$ cat config.mk
export PLATFORM = sky130hd
export DESIGN_NAME = alu_8bit_flat
export DESIGN_NICKNAME = d
export VERILOG_FILES = /design/src/rtl/alu_8bit_if.sv /design/src/rtl/alu_8bit.sv /design/src/flat_wrapper.sv
export SDC_FILE = /design/constraint.sdc
export NUM_CORES = 1
export LEC_CHECK = 0
export CAP_MARGIN = 20
export CELL_PAD_IN_SITES_DETAIL_PLACEMENT = 1
export CELL_PAD_IN_SITES_GLOBAL_PLACEMENT = 2
export CORE_ASPECT_RATIO = 0.9
export CORE_MARGIN = 4
export CORE_UTILIZATION = 36
export CTS_CLUSTER_DIAMETER = 60
export CTS_CLUSTER_SIZE = 12
export DETAILED_ROUTE_END_ITERATION = 10
export PLACE_DENSITY_LB_ADDON = 0.1
export RECOVER_POWER = 50
export SLEW_MARGIN = 10
export SYNTH_ARGS = -nofsm -noshare
export SYNTH_HDL_FRONTEND = slang
export SYNTH_SLANG_ARGS = --single-unit
$ cat constraint.sdc
create_clock -name clk -period 10 [get_ports clk]
set_input_delay 3 -clock clk [delete_from_list [all_inputs] [get_ports clk]]
set_output_delay 3 -clock clk [all_outputs]
set_load 0.02 [all_outputs]
$ cat src/rtl/alu_8bit_if.sv
// alu_8bit_if: operand/opcode and result/flag bundle for the registered 8-bit ALU.
// The master side drives A, B and AluOp and observes the registered outputs;
// the slave side (the ALU) does the reverse.
// Optional feature macro: ALU_CARRY_OUT_EN adds the Carry signal to the bundle.
interface alu_8bit_if;
    logic [7:0] A;
    logic [7:0] B;
    logic [3:0] AluOp;
    logic [7:0] Result;
    logic       Zero;
    logic       Negative;
    logic       Overflow;
`ifdef ALU_CARRY_OUT_EN
    logic       Carry;
`endif

    modport master (
        output A, B, AluOp,
        input  Result, Zero, Negative, Overflow
`ifdef ALU_CARRY_OUT_EN
        , input Carry
`endif
    );

    modport slave (
        input  A, B, AluOp,
        output Result, Zero, Negative, Overflow
`ifdef ALU_CARRY_OUT_EN
        , output Carry
`endif
    );
endinterface

$ cat src/rtl/alu_8bit.sv
// alu_8bit: registered 8-bit ALU for the execute stage.
// Operands and opcode are sampled on a rising clk edge and the result plus
// Zero/Negative/Overflow flags appear right after that edge, held for one cycle.
// A new operation is accepted every cycle; rst_n is synchronous and active-low.
// Optional feature macro: ALU_CARRY_OUT_EN adds a registered unsigned carry/borrow
// output (Carry) to the interface; without it the port does not exist.
module alu_8bit (
    input  logic       clk,
    input  logic       rst_n,
    alu_8bit_if.slave  bus
);

    logic [7:0] result_next;
    logic       overflow_next;

    // Next result and signed-overflow flag, purely combinational from the current operands
    always_comb begin
        result_next   = 8'h00;
        overflow_next = 1'b0;
        case (bus.AluOp)
            4'b0000: begin
                result_next   = bus.A + bus.B;
                overflow_next = (bus.A[7] == bus.B[7]) && (result_next[7] != bus.A[7]);
            end
            4'b0001: begin
                result_next   = bus.B - bus.A;
                overflow_next = (bus.B[7] != bus.A[7]) && (result_next[7] != bus.B[7]);
            end
            4'b0010: begin
                result_next   = bus.A + 8'd1;
                overflow_next = (bus.A == 8'h7F);
            end
            4'b0011: begin
                result_next   = bus.A - 8'd1;
                overflow_next = (bus.A == 8'h80);
            end
            4'b0100: begin
                result_next   = bus.A - bus.B;
                overflow_next = (bus.A[7] != bus.B[7]) && (result_next[7] != bus.A[7]);
            end
            4'b0101: result_next = (bus.A == bus.B) ? 8'h01 : 8'h00;
            4'b0110: result_next = {bus.A[6:0], 1'b0};
            4'b0111: result_next = {1'b0, bus.A[7:1]};
            4'b1000: result_next = ~bus.A;
            4'b1001: result_next = bus.A & bus.B;
            4'b1010: result_next = bus.A | bus.B;
            4'b1011: result_next = ~(bus.A & bus.B);
            4'b1100: result_next = {bus.A[6:0], bus.A[7]};
            4'b1101: result_next = {bus.A[0], bus.A[7:1]};
            4'b1110: result_next = bus.A ^ bus.B;
            4'b1111: result_next = bus.A;
        endcase
    end

    // Output register: reset wins over any op issued in the same cycle
    always_ff @(posedge clk) begin
        if (!rst_n) begin
            bus.Result   <= 8'h00;
            bus.Zero     <= 1'b0;
            bus.Negative <= 1'b0;
            bus.Overflow <= 1'b0;
        end else begin
            bus.Result   <= result_next;
            bus.Zero     <= (result_next == 8'h00);
            bus.Negative <= result_next[7];
            bus.Overflow <= overflow_next;
        end
    end

`ifdef ALU_CARRY_OUT_EN
    logic carry_next;

    // Unsigned carry for add/increment, borrow for subtracts, shifted-out bit for shifts
    always_comb begin
        carry_next = 1'b0;
        case (bus.AluOp)
            4'b0000: carry_next = (({1'b0, bus.A} + {1'b0, bus.B}) > 9'd255);
            4'b0001: carry_next = (bus.B < bus.A);
            4'b0010: carry_next = (bus.A == 8'hFF);
            4'b0011: carry_next = (bus.A == 8'h00);
            4'b0100: carry_next = (bus.A < bus.B);
            4'b0110: carry_next = bus.A[7];
            4'b0111: carry_next = bus.A[0];
            default: carry_next = 1'b0;
        endcase
    end

    // Carry register, cleared by the same synchronous reset as the other outputs
    always_ff @(posedge clk) begin
        if (!rst_n) begin
            bus.Carry <= 1'b0;
        end else begin
            bus.Carry <= carry_next;
        end
    end
`endif

endmodule

$ cat src/flat_wrapper.sv
// flat-port wrapper written by rule: the top's interface ports become plain ports
module alu_8bit_flat 
  (clk, rst_n, bus_A, bus_B, bus_AluOp, bus_Result, bus_Zero, bus_Negative, bus_Overflow);
  alu_8bit_if bus_i ();
  input  logic clk;
  input  logic rst_n;
  input wire logic [$bits(bus_i.A)-1:0] bus_A;
  input wire logic [$bits(bus_i.B)-1:0] bus_B;
  input wire logic [$bits(bus_i.AluOp)-1:0] bus_AluOp;
  output wire logic [$bits(bus_i.Result)-1:0] bus_Result;
  output wire logic [$bits(bus_i.Zero)-1:0] bus_Zero;
  output wire logic [$bits(bus_i.Negative)-1:0] bus_Negative;
  output wire logic [$bits(bus_i.Overflow)-1:0] bus_Overflow;
  assign bus_i.A = bus_A;
  assign bus_i.B = bus_B;
  assign bus_i.AluOp = bus_AluOp;
  assign bus_Result = bus_i.Result;
  assign bus_Zero = bus_i.Zero;
  assign bus_Negative = bus_i.Negative;
  assign bus_Overflow = bus_i.Overflow;
  alu_8bit u_core (.clk(clk), .rst_n(rst_n), .bus(bus_i));
endmodule
==> qor.csv <==
metric;value;unit
CP startpoint kind;input port;
final-report setup violation count;0;
Netlist Area Pre-Place;0.00268;sq mm
# Post-CTS Setup Buffers;0;
Die W;98.9;microns
# H-tree levels;1;
#FFs+latches synth;10;
Area growth syn-to-layout;12.0;%
Max Root-Sink Buffers;2;
antenna violations before repair;0;
Die Y;89.8;microns
top_reg_cell synth;dfxtp_1;
Seq/Total Area, Yosys;7.48;%
max-capacitance violation count;0;
Final ANT Viol Nets;0;
Initial Util;37.4;%
leakage power;0.00119;uW
VDD IR max;42.8;uV
crit end category;register;
Synth warnings;0;
status;completed;
placed wire-length estimate after detailed placement;7270;microns
critical path endpoint;u_core.bus.Zero$_SDFF_PN0_;
FILL cells;877;
fmax;160;MHz
buffers added on ports;32;
Max FO, Critical Path;15;
largest net degree at the start of global routing;54;
most common cell after layout, fill and taps aside;ha_1;
CTS tree;yes;
Worst-Margin Slew;922;ps
clock slew seen by the registers of the worst setup and hold paths;40;ps
I/O Pins;33;
cts bufs inserted;3;
drt via density;6.05;
met3 GRT Util;1.70;%
ys async rst share;0;%
fin nets;421;
CTS resizes;0;
drt wl/cell;21.1;microns
RSZ-0062 raised after global routing;no;
minimum clock period;6260;ps
Post-Route Utilization;41.9;%
share of cells above drive strength 1;7.99;%
worst path arrival time;6420;ps
Pwr Density;78.3;mW/mm^2
Row Count;29;
CTS root buf;clkbuf_8;
Synth cell types;72;
drt total wl;9610;microns
Avg Inst Size Synth;7.56;sq um
worst rel slew slack;38.1;%
DR iter-0 viols;221;
cts-stage hold buffer count;0;
Final Hold Vio Count;0;
Cells after Synth;354;
Worst Setup SP;bus_A[0];
Clock Sinks;10;
vias in the first global route;2723;
Hold Startpoint;rst_n;
Residual DRC;0;
Ant. Diodes;0;
total vias in the final route;2760;
Post-synth EDFFs;0;
CP Data Required Time;10160;ps
HP Class;input port to register;
Tcrit/Tclk final;62.6;%
Post-Syn Nets;410;
grt met1 use;34.0;%
first-pass GRT wire length;15700;microns
core area;0.00715;sq mm
GRT Total Usage;21.5;%
drt first pass iters;5;
Global Route met2 Usage;31.8;%
GR Overflow Total;0;
GPL Wtd Cong;0.886;
Setup TNS;0;ps
busiest grt layer;met1;
most frequent cells in the layout;ha_1 (31), nor2_1 (28), inv_1 (26), clkdlybuf4s50_1 (20), xnor2_1 (17);
Setup Crit Path Kind;input port to register;
Max Slew Vio Count;0;
DIE AREA;0.00888;sq mm
cell type report:
class / count / area, sq um / area share, %
multi-input cells: 284 / 2180 / 72.7
clock buffers: 3 / 41.3 / 1.38
inverters: 28 / 105 / 3.51
repair buffers: 38 / 355 / 11.9
well taps: 93 / 116 / 3.88
flip-flops and latches: 10 / 200 / 6.68
kinds of logic (layout without fill, tap and decap cells):
kind of cell / count (synthesis) / after routing / synth area share, %
compound gates: 100 / 100 / 28.5
xor+xnor: 26 / 26 / 8.51
fa+ha+maj: 34 / 34 / 16.7
buf+inv: 60 / 69 / 11.1
flops: 10 / 10 / 7.48
mux: 10 / 10 / 4.30
simple gates: 114 / 114 / 23.4
per-layer routing:
layer / vias to the layer above / routed length [microns]
met3: 15 / 496
met5: - / 0
li1: 1313 / -
met2: 107 / 4150
met4: 0 / 155
met1: 1325 / 4810
synthesized netlist by cell type, types with 7 or more instances:
master | instances | area, sq um
a21oi_1 | 13 | 65.1
a221oi_1 | 9 | 78.8
buf_2 | 15 | 75.1
dfxtp_1 | 10 | 200
ha_1 | 31 | 388
inv_1 | 26 | 97.6
mux2i_1 | 7 | 70.1
nand2_1 | 14 | 52.6
nand2b_1 | 10 | 62.6
nand3_1 | 11 | 55.1
nor2_1 | 28 | 105
nor3_1 | 11 | 55.1
nor4_1 | 7 | 43.8
o21ai_0 | 15 | 75.1
xnor2_1 | 17 | 149
xor2_1 | 9 | 78.8
through the flow:
step                      std cells  hold WS [ps]  worst slack (ps)  power, uW  instance area (sq um)
after floorplan                 354          3120              4680        149                   2680
after global placement          452          3700              3580        194                   2950
after detailed placement        453          3730              3500        195                   2960
after CTS                       456          3500              3730        236                   3000
after global routing            456          3520              3520        252                   3000
final                           456          3480              3740        235                   3000
worst max-delay path, cell delays in order:
cell	delay, ps
clkdlybuf4s50_1	860
ha_1	350
inv_1	100
fa_1	440
nand2b_1	170
a21oi_1	320
mux2i_1	300
o211ai_1	110
a221oi_1	390
nand4_1	190
nor3_2	170
worst min path at each step:
stage                                       to  cells after the start  slack, ps
3_5_place_dp   u_core.bus.Result[0]$_SDFF_PN0_                      2       3730
6_report       u_core.bus.Result[1]$_SDFF_PN0_                      2       3480
3_3_place_gp   u_core.bus.Result[2]$_SDFF_PN0_                      2       3700
5_1_grt        u_core.bus.Result[1]$_SDFF_PN0_                      2       3520
2_1_floorplan   u_core.bus.Negative$_SDFF_PN0_                      1       3120
4_1_cts        u_core.bus.Result[0]$_SDFF_PN0_                      2       3500
report_power, final:
part / switching (uW) / internal [uW]
Combinational: 90.7 / 59.8
Sequential: 0.796 / 43.6
Clock: 13.8 / 26.2
sequential cells by signal, summed over array words and instances, names as in the netlist:
name	count
u_core.bus.Result	7
u_core.bus.Negative	1
u_core.bus.Overflow	1
u_core.bus.Zero	1
(Power assumes the default switching activity.)
